--- src/rtl/rst_sequencer.sv ---
// Board-level reset sequencer: waits for clock lock, debounces the reset button,
// holds all domain resets, then releases them in staggered order and raises ready.
module rst_sequencer #(
  parameter int unsigned N_CH            = 2,
  parameter int unsigned SYNC_STAGES     = 2,
  parameter int unsigned DEBOUNCE_CYCLES = 65000,
  parameter int unsigned HOLD_CYCLES     = 256,
  parameter int unsigned STAGGER_CYCLES  = 16
) (
  input  logic            clk,
  input  logic            rst_n,
  input  logic            locked,
  input  logic            btn,
  output logic [N_CH-1:0] rst_out,
  output logic            ready,
  output logic [7:0]      btn_resets
);

  localparam int unsigned CNT_MAX = (HOLD_CYCLES > STAGGER_CYCLES) ? HOLD_CYCLES : STAGGER_CYCLES;
  localparam int unsigned CNT_W   = $clog2(CNT_MAX + 1);
  localparam int unsigned DB_W    = $clog2(DEBOUNCE_CYCLES + 1);
  localparam int unsigned CH_W    = $clog2(N_CH + 1);

  typedef enum logic [1:0] {
    WAIT_LOCK,
    HOLD,
    RELEASE,
    RUN
  } state_t;

  logic [SYNC_STAGES-1:0] r_lock_sync;
  logic [SYNC_STAGES-1:0] r_btn_sync;
  logic                   w_lock_s;
  logic                   w_btn_s;

  logic [DB_W-1:0]        r_db_cnt;
  logic                   r_btn_db;
  logic                   w_db_diff;
  logic                   w_db_flip;
  logic                   w_press;

  state_t                 r_state;
  state_t                 w_state_nxt;
  logic [CNT_W-1:0]       r_cnt;
  logic [CNT_W-1:0]       w_cnt_nxt;
  logic [CH_W-1:0]        r_ch;
  logic [CH_W-1:0]        w_ch_nxt;
  logic [N_CH-1:0]        r_rst_out;
  logic [N_CH-1:0]        w_rst_nxt;
  logic                   r_ready;
  logic                   w_ready_nxt;
  logic [7:0]             r_btn_resets;
  logic [7:0]             w_resets_nxt;
  logic                   w_abort_lock;
  logic                   w_abort_btn;

  // Synchronisers for the two asynchronous inputs
  always_ff @(posedge clk) begin
    if (!rst_n) begin
      r_lock_sync <= '0;
      r_btn_sync  <= '0;
    end else begin
      r_lock_sync <= {r_lock_sync[SYNC_STAGES-2:0], locked};
      r_btn_sync  <= {r_btn_sync[SYNC_STAGES-2:0], btn};
    end
  end

  assign w_lock_s = r_lock_sync[SYNC_STAGES-1];
  assign w_btn_s  = r_btn_sync[SYNC_STAGES-1];

  // A press is taken on the edge btn_db rises, so the FSM reacts on that same edge
  assign w_db_diff = (w_btn_s != r_btn_db);
  assign w_db_flip = w_db_diff && (r_db_cnt == DB_W'(DEBOUNCE_CYCLES - 1));
  assign w_press   = w_db_flip && w_btn_s;

  always_ff @(posedge clk) begin
    if (!rst_n) begin
      r_db_cnt <= '0;
      r_btn_db <= 1'b0;
    end else if (!w_db_diff) begin
      r_db_cnt <= '0;
    end else if (w_db_flip) begin
      r_btn_db <= w_btn_s;
      r_db_cnt <= '0;
    end else begin
      r_db_cnt <= r_db_cnt + 1'b1;
    end
  end

  always_ff @(posedge clk) begin
    if (!rst_n) begin
      r_state      <= WAIT_LOCK;
      r_cnt        <= '0;
      r_ch         <= '0;
      r_rst_out    <= '1;
      r_ready      <= 1'b0;
      r_btn_resets <= '0;
    end else begin
      r_state      <= w_state_nxt;
      r_cnt        <= w_cnt_nxt;
      r_ch         <= w_ch_nxt;
      r_rst_out    <= w_rst_nxt;
      r_ready      <= w_ready_nxt;
      r_btn_resets <= w_resets_nxt;
    end
  end

  assign w_abort_lock = (r_state != WAIT_LOCK) && !w_lock_s;
  assign w_abort_btn  = ((r_state == RELEASE) || (r_state == RUN)) && w_press;

  always_comb begin
    w_state_nxt  = r_state;
    w_cnt_nxt    = r_cnt;
    w_ch_nxt     = r_ch;
    w_rst_nxt    = r_rst_out;
    w_ready_nxt  = r_ready;
    w_resets_nxt = r_btn_resets;

    unique case (r_state)
      WAIT_LOCK: begin
        w_rst_nxt   = '1;
        w_ready_nxt = 1'b0;
        if (w_lock_s) begin
          w_state_nxt = HOLD;
          w_cnt_nxt   = '0;
          w_ch_nxt    = '0;
        end
      end
      HOLD: begin
        w_rst_nxt   = '1;
        w_ready_nxt = 1'b0;
        if (r_btn_db) begin
          w_cnt_nxt = '0;
        end else if (r_cnt == CNT_W'(HOLD_CYCLES - 1)) begin
          w_state_nxt  = RELEASE;
          w_rst_nxt[0] = 1'b0;
          w_ch_nxt     = CH_W'(1);
          w_cnt_nxt    = '0;
        end else begin
          w_cnt_nxt = r_cnt + 1'b1;
        end
      end
      RELEASE: begin
        if (r_cnt == CNT_W'(STAGGER_CYCLES - 1)) begin
          w_cnt_nxt = '0;
          if (r_ch == CH_W'(N_CH)) begin
            w_state_nxt = RUN;
            w_ready_nxt = 1'b1;
          end else begin
            for (int unsigned i = 0; i < N_CH; i++) begin
              if (CH_W'(i) == r_ch) w_rst_nxt[i] = 1'b0;
            end
            w_ch_nxt = r_ch + 1'b1;
          end
        end else begin
          w_cnt_nxt = r_cnt + 1'b1;
        end
      end
      RUN: begin
        w_rst_nxt   = '0;
        w_ready_nxt = 1'b1;
      end
      default: begin
        w_state_nxt = WAIT_LOCK;
        w_rst_nxt   = '1;
        w_ready_nxt = 1'b0;
      end
    endcase

    // Lock loss outranks a press; a press lost to lock loss is not counted
    if (w_abort_lock) begin
      w_state_nxt = WAIT_LOCK;
      w_rst_nxt   = '1;
      w_ready_nxt = 1'b0;
      w_cnt_nxt   = '0;
      w_ch_nxt    = '0;
    end else if (w_abort_btn) begin
      w_state_nxt = HOLD;
      w_rst_nxt   = '1;
      w_ready_nxt = 1'b0;
      w_cnt_nxt   = '0;
      w_ch_nxt    = '0;
      if (r_btn_resets != 8'hFF) w_resets_nxt = r_btn_resets + 1'b1;
    end
  end

  assign rst_out    = r_rst_out;
  assign ready      = r_ready;
  assign btn_resets = r_btn_resets;

endmodule
--- config.mk ---
export PLATFORM = sky130hd
export DESIGN_NAME = rst_sequencer
export DESIGN_NICKNAME = d
export VERILOG_FILES = /design/src/rtl/rst_sequencer.sv
export SDC_FILE = /design/constraint.sdc
export NUM_CORES = 1
export LEC_CHECK = 0
export CAP_MARGIN = 20
export CORE_AREA = 2 2 74 76
export DETAILED_ROUTE_END_ITERATION = 8
export DIE_AREA = 0 0 76 78
export SLEW_MARGIN = 10
export SYNTH_ARGS = -nofsm -noshare
export SYNTH_HDL_FRONTEND = slang
export SYNTH_SLANG_ARGS = --single-unit
--- constraint.sdc ---
create_clock -name clk -period 4.6 [get_ports clk]
set_input_delay 0.46 -clock clk [delete_from_list [all_inputs] [get_ports clk]]
set_output_delay 0.46 -clock clk [all_outputs]
set_load 0.1 [all_outputs]
**Word-level counts from Yosys, hierarchy flattened**

Index checks and enable logic that the tools add are counted.

- Bitwise logic cells: 3
- Equality and inequality tests: 23
- Mux-type cells: 28
- $add $sub $neg: 4
- Reductions and logical operators: 24

Operator list:

| operator | count |
|---|---|
| $mux 9 | 4 |
| $pmux 9 s3 | 1 |
| $mux 2 | 12 |
| $reduce_and 6->1 | 3 |
| $add 16x1->16 const B | 1 |
| $eq 16x16->1 const B | 1 |
| $pmux 2 s3 | 2 |
| $add 9x1->9 const B | 1 |
| $eq 9x4->1 const B | 1 |
| $eq 9x8->1 const B | 1 |
| $ne 3x3->1 const B | 3 |
| $reduce_and 3->1 | 3 |
| $add 8x1->8 const B | 1 |
| $ne 2x1->1 const B | 4 |
| $ne 2x2->1 const B | 4 |
| $ne 8x8->1 const B | 1 |
| $pmux 2 s4 | 1 |
| $mux 1 | 7 |
| $eq 2x2->1 const B | 3 |
| $ne 3x2->1 const B | 2 |
| $reduce_and 2->1 | 3 |
| $reduce_or 3->1 | 2 |
| $logic_and 1x1->1 | 4 |
| $logic_not 2->1 | 2 |
| other kinds (12) | 15 |

- Output and inout bits: 11
- Register bits after elaboration: 45
- Word-level logic and storage cells: 94

**Longest topological paths before layout**

Gate-level depths: netlist of run 1.

- Depth after elaboration: 6
- Depth in mapped cells: 11
- Mapped depth without buffers: 11

**Worst setup path after synthesis of run 1**

No wires, ideal clock.

- Path type: register to register
- Start: register r_cnt[0]
- End: register r_ch[0]
- Period minus slack after synthesis: 2.225 ns
- Buffers on the path: 0
- Arrival time: 2.155 ns
- Stages on the path, launching flop included: 12
- Path slack: 2.375 ns
- Path through: dfxtp_1 > ha_1 > nand3_1 > nor2_1 > nand3_1 > inv_1 > ha_1 > inv_1 > o21ai_0 > o211ai_1 > or3b_2 > a21oi_1

- Longest elaborated chain between the ends: 3

RTL lines:

| element | line | text |
|---|---|---|
| from (decl) | 44 | `logic [CNT_W-1:0] r_cnt;` |
| from (signal assigned) | 100 | `r_cnt <= w_cnt_nxt;` |
| $eq 9x8->1 / $eq 9x4->1 (equally long branches) | 134, 144 |  |
| $ne 2x2->1 (no line) / $ne 2x1->1 (equally long branches) | n/a |  |
| $reduce_and 6->1 (no line) (*) | n/a |  |
| to (signal assigned) | 101 | `r_ch <= w_ch_nxt;` |
| to (decl) | 46 | `logic [CH_W-1:0] r_ch;` |

Mark *: on every way between the ends. The rest lies on a longest branch, timed or not.
A chain may end at the register's enable or synchronous reset.

**Worst setup path in the final report of run 1**

Ends and elaborated chain as after synthesis.

==> results.md, run 1 <==
* Clk root buf: clkbuf_8
* Area grow syn2layout at 14.0%
* Clk buf depth at 2
* Post-synth top area cell: dfxtp_1
* Die H at roughly 78 um
* Clock skew at 0.00807 ns
* Maximum VDD drop at between 0.00015 and 0.0002 V
* Crit path arrival time at 2.74 ns
* Post-synthesis sequential area ratio at 0.404
* Pre-CTS setup slack at 2.10 ns
* Outcome: completed
* Starting Density at 0.442
* GRT Total Usage at 0.151
* Tcrit/Tclk final at 0.547
* LEAKAGE at ~0.00086 uW
* Ys Warns at 0
* Synthesized area at 2230 um2
* Port bufs at 14
* H-tree depth at 2
* TritonRoute pass-1 iters at 4
* Clock power share at 0.330
* Met1 usage at 0.189
* Final WS setup at 2.08 ns
* Vias/cell at just over 5
* Cell variety after synth at 41
* Overall via count from detail_route at approximately 1.8k
* Largest net degree at the start of global routing at 17
* Tot Pwr at between 900 and 1000 uW
* Global-route wire length before repair at about 7300 um
* Vias in the first global route at 1,628
* GR peak layer: met2
* Setup_tns at 0 ns
* DRT iter0 DRCs at 89
* Crit Path Max Fanout at 5
* Fill count at a little over 500
* CTS tree: yes
* Final net count at approximately 290
* Final Slew Violations at 0
* Chip width at between 70 and 80 um
* Largest cells by area after synthesis: dfxtp_1, ha_1, nor2_1
* Max Cap Viol at 0
* Setup violations, final at 0
* Worst R2R Path Depth at 11
* # Post-CTS Setup Buffers at 0
* Internal Power at approximately 650 uW
* Antenna viol nets, final at 0
* DRC errors left at 0
* Row cnt at 26
* Post-synth top cells: dfxtp_1, nor2_1, nand2_1, nand3_1
* DIE AREA at a little under 6000 um2
* CTS clock-pin slew for the worst setup and hold paths at 0.09 ns
* CP Capture Type: flip-flop
* Crit path launch type: flip-flop
* Dpl hpwl at around 3000 um
* Rel. slew slack at 0.353
* Reg2reg end: r_ch[0]
* Slew @ Worst Pin at a little under 1 ns
* Overflow after GRT at 0
* NetSw at about 280 uW
* Sequential power share at 0.446
* # diodes at 0
* Hold-fix buffers, CTS at 0
* Reg2reg setup slack at about 2.1 ns
* Finished Core Util at 0.504
* Main synth FF type: dfxtp_1
* Worst-skew pair later-pin latency at around 0.3 ns
* Setup crit start: r_cnt[0]
* # IOs at 15
* Share of layout cells above drive strength 1 at 0.0719
* Most frequent cell after synthesis: dfxtp_1
* Antenna violations before repair at 0
* WS Path Type: flip-flop to flip-flop
* RSZ-0062 raised after global routing: false
* Pwr/cell area at around 370 nW/um2
* Crit path time final at 2.52 ns
* TritonCTS sink count at 45
* Synthesized area per cell at roughly 8.5 um2
* Routed Wire Length at between 4000 and 5000 um
* FMAX at ~0.4 GHz
* FF-to-FF Start: r_cnt[0]
* Synthesized instance count at around 260
* CORE AREA at between 5000 and 6000 um2
* Met3 usage in global routing at 0.0349
* CTS Buf Count at 5
* Mapped Nets at roughly 280
* GP Congestion at approximately 0.77
* Number of synthesized register bits at between 40 and 50
* Min-delay worst type: flip-flop to flip-flop
* Ys async rst share at 0
* Post-CTS Resized at 0
* Drt wl/cell at 11.6 um
* Worst setup endpoint: r_ch[0]
* Sw frac at 0.299
* Worst EP required at around 4.8 ns
* Grt met2 use at 0.252
* Yosys top cell area share at 0.404
* Number of synthesized flops with an enable pin at 0
* Fin. Hold Viols at 0
* Combinational power share at 0.224
## power by group through the flow
stage | sequential (uW) | clock [uW] | combinational [uW]
after floorplan | 444 | 0 | 142
after global placement | 425 | 0 | 209
after detailed placement | 425 | 0 | 208
after CTS | 416 | 318 | 210
after global routing | 419 | 336 | 234
final | 416 | 308 | 209
## cells by family after synthesis
kind of cell,share of synthesized area
compound gates,0.0865
xor+xnor,0.0904
fa+ha+maj,0.0730
buf+inv,0.0360
flops,0.404
mux,0.0230
simple gates,0.287
## through the flow
stage	hold slack, ns	instance area (um2)	instances
3_3_place_gp	0.416	2420	340
2_1_floorplan	0.412	2230	262
3_5_place_dp	0.423	2420	340
6_report	0.432	2540	348
5_1_grt	0.464	2540	348
4_1_cts	0.440	2540	348
## layout make-up
class	count	area, um2	area share
Clock buffer	7	86.3	0.0340
Tap cell	70	87.6	0.0345
Multi-Input combinational cell	198	1250	0.491
Clock inverter	1	30.0	0.0118
Sequential cell	45	901	0.355
Inverter	13	48.8	0.0192
Timing Repair Buffer	14	140	0.0552
## layer usage
metal | vias to the layer above | share of wire
met2 | 21 | 0.45
met1 | 806 | 0.50
li1 | 925 | -
met4 | 0 | 0.018
met5 | - | 0
met3 | 6 | 0.031
## worst min-delay path by stage
stage | startpoint | end | slack (ns) | cells past startpoint
6_report | r_lock_sync[0] | r_lock_sync[1] | 0.43 | 1
5_1_grt | r_lock_sync[0] | r_lock_sync[1] | 0.46 | 1
4_1_cts | r_lock_sync[0] | r_lock_sync[1] | 0.44 | 1
3_5_place_dp | r_btn_sync[0] | r_btn_sync[1] | 0.42 | 1
3_3_place_gp | r_lock_sync[0] | r_lock_sync[1] | 0.42 | 1
2_1_floorplan | r_btn_sync[0] | r_btn_sync[1] | 0.41 | 1
## cells in the final DEF, fill, tap and decap left out, drive strengths merged, types with 2 or more instances in the layout
cell	Yosys	layout
a21boi	2	2
a21oi	11	11
and2	4	4
clkbuf	4	7
clkdlybuf4s50	0	14
dfxtp	45	45
ha	13	13
inv	13	13
mux2i	4	4
nand2	20	20
nand3	20	20
nand3b	2	2
nand4	7	7
nor2	43	43
nor2b	2	2
nor3	4	4
nor4	7	7
o211ai	2	2
o21ai	10	10
o21bai	2	2
or2	3	3
or3	6	6
xnor2	11	11
xor2	12	12
## critical path: stages, from the launching register on
cell      delay [ns]
dfxtp_1         0.37
ha_1            0.18
nand3_1         0.18
nor2_1          0.18
nand3_1         0.12
inv_1           0.08
ha_1            0.15
inv_1           0.05
o21ai_0         0.30
o211ai_1        0.20
or3b_2          0.48
a21oi_1         0.15
## flip-flops by register name (all words and copies together) (netlist names)
name,flops
ready,1
r_ch,2
btn_resets,8
r_lock_sync,2
r_state,2
r_btn_db,1
rst_out,2
r_db_cnt,16
r_btn_sync,2
r_cnt,9
Power figures use the tool's default switching activity.
==> run 2: changes to the inputs <==
==> constraint.sdc (replaced) <==
create_clock -name clk -period 2.5 [get_ports clk]
set_input_delay 0.25 -clock clk [delete_from_list [all_inputs] [get_ports clk]]
set_output_delay 0.25 -clock clk [all_outputs]
set_load 0.1 [all_outputs]
==> run 2 against run 1 <==
Sequential share of layout area fell by 0.19 points. Die area did not move. First-iteration DRC count fell by 15%. Global-route usage rose by 0.60 points.
==> results.md, run 2 (synthesis gave the netlist of run 1 again) <==
* Crit path buf inv count at 2 (unchanged)
* Final Instance Count excl. Fillers at 356 (+2.3%)
* Largest net degree at the start of global routing at 17 (unchanged)
* Pwr/cell area at 644 nW/um2 (+75%)
* Worst EP required at 2.74 ns (-2.08 ns)
* WS Path Type: flip-flop to flip-flop
* Vias in the first global route at 1,680 (+3.2%)
* Tcrit/Tclk final at 0.881 (+0.333)
* H-tree depth at 2 (unchanged)
* Internal Power at 1110 uW (+69%)
* Dpl hpwl at 3090 um (+4.6%)
* Fill count at 499 (-2.3%)
* Starting Density at 0.442 (unchanged)
* Leading cell type in the layout, fill and taps excluded: dfxtp_1
* Clk root buf: clkbuf_8
* Critical Path Max Stage Delay at 0.46 ns (-0.02 ns)
* Chip width at 76 um (unchanged)
* CORE AREA at 5040 um2 (unchanged)
* Clock power share at 0.277 (-0.053)
* Sequential power share at 0.466 (+0.020)
* # IOs at 15 (unchanged)
* # diodes at 0 (unchanged)
* Overall via count from detail_route at 1,783 (+1.4%)
* Maximum VDD drop at 0.000342 V (+120%)
* Commonest non-fill, non-tap cells in the layout: dfxtp_1, nor2_1, nand2_1
* Die H at 78 um (unchanged)
* CTS tree: yes
* Combinational power share at 0.258 (+0.034)
* Slew @ Worst Pin at 0.727 ns (-0.240 ns)
* Max Cap Viol at 0 (unchanged)
* Row cnt at 26 (unchanged)
* Crit path launch type: flip-flop
* Share of layout cells above drive strength 1 at 0.147 (+0.0749)
* # Post-CTS Setup Buffers at 0 (unchanged)
* Crit path arrival time at 2.44 ns (-0.30 ns)
* Sw frac at 0.326 (+0.0270)
* TritonCTS sink count at 45 (unchanged)
* DIE AREA at 5930 um2 (unchanged)
* NetSw at 536 uW (+92%)
* LEAKAGE at 0.000906 uW (+5.0%)
* RSZ-0062 raised after global routing: false
* Largest reg by FF count: r_db_cnt
* Slowest cell on crit path: or3b_2
* Drt wl/cell at 11.9 um (+2.4%)
* Vias/cell at 5.01 (-0.86%)
* Multi-input gate area at 1250 um2 (+0.60%)
* CP Capture Type: flip-flop
* Worst-skew pair later-pin latency at 0.30 ns (about the same)
* Setup_tns at 0 ns (unchanged)
* DRC errors left at 0 (unchanged)
* Overflow after GRT at 0 (unchanged)
* Min-delay worst type: flip-flop to flip-flop
* Area grow syn2layout at 14.7%
* Antenna viol nets, final at 0 (unchanged)
* Final Slew Violations at 0 (unchanged)
* Clock skew at 0.0124 ns (+0.00428 ns)
* Post-placement cell count at 348 (+2.4%)
* Final net count at 302 (+2.7%)
* Fin. Hold Viols at 0 (unchanged)
* Antenna violations before repair at 0 (unchanged)
* TritonRoute pass-1 iters at 4 (unchanged)
* Global-route wire length before repair at 7610 um (+5.0%)
* Reg area at 901 um2 (unchanged)
* Max reg flops at 16 (unchanged)
* DRT iter0 DRCs at 76 (-15%)
* Rel. slew slack at 0.509 (+0.156)
* Outcome: completed
* CP Cell Sequence: ha_1, nand3_2, nor2_2, nand3_1, inv_1, ha_1, inv_1, o21ai_1, o211ai_1, or3b_2, a21oi_1
* Crit Path Max Fanout at 5 (unchanged)
* CTS Buf Count at 5 (unchanged)
* Routed Wire Length at 4250 um (+4.7%)
* GP Congestion at 0.760 (-1.8%)
* CP top delay family: simple AND/OR/NAND/NOR gates
* FMAX at 0.454 GHz (+14%)
* GRT Total Usage at 0.157 (+0.00604)
* Crit path time final at 2.20 ns (-0.317 ns)
* Setup violations, final at 0 (unchanged)
* Clk buf depth at 2 (unchanged)
* CTS clock-pin slew for the worst setup and hold paths at 0.09 ns (about the same)
* Port bufs at 14 (unchanged)
[run 2: area by class of cell]
type	count	area share
multi-input combinational	198	0.491
tap	70	0.0343
sequential	45	0.353
inverter	13	0.0191
clock buffer	5	0.0269
clock inverter	3	0.00833
timing repair buffer	22	0.0676
[run 2: worst reg2reg max path, cell delays in order, from the launching register on]
cell      delay [ns]
dfxtp_1         0.38
ha_1            0.20
nand3_2         0.13
nor2_2          0.15
nand3_1         0.12
inv_1           0.07
ha_1            0.15
inv_1           0.05
o21ai_1         0.15
o211ai_1        0.16
or3b_2          0.46
a21oi_1         0.12
[run 2: power groups by stage]
stage	Combinational, uW	Sequential (uW)	Clock (uW)
after floorplan	261	818	0
after global placement	426	781	0
after detailed placement	424	782	0
after CTS	427	765	484
after global routing	474	768	504
final	423	765	455
[run 2: worst paths after layout]
check | cells after the start | from | end | slack (ns)
worst min register to register | 1 | r_btn_sync[0] | r_btn_sync[1] | 0.43
worst max register to register | 11 | r_cnt[0] | r_ch[0] | 0.30
worst max-delay path | 11 | r_cnt[0] | r_ch[0] | 0.30
worst min-delay path | 1 | r_btn_sync[0] | r_btn_sync[1] | 0.43
[run 2: stage by stage]
step	power [uW]	setup WS (ns)	instance area, um2	hold WS (ns)	util
2_1_floorplan	1080	0.275	2230	0.372	-
3_3_place_gp	1210	0.286	2460	0.415	0.487
3_5_place_dp	1210	0.211	2460	0.426	0.487
4_1_cts	1680	0.189	2550	0.444	0.505
5_1_grt	1750	0.0174	2550	0.447	0.506
6_report	1640	0.298	2550	0.434	0.506
[run 2: timing repair]
item / 4_1_cts / 5_1_grt
gates resized for setup: 0 / 3
endpoints found under the setup margin: 0 / 1
hold buffers: 0 / 0
[run 2: per-layer routing]
layer  up-vias  share of wire  track usage  routed length (um)
li1        946              -            -                   -
met1       820           0.52        0.206                2190
met2        12           0.45        0.250                1900
met3         5          0.024       0.0372                 102
met4         0          0.011       0.0600                  46
met5         -              0            0                   0
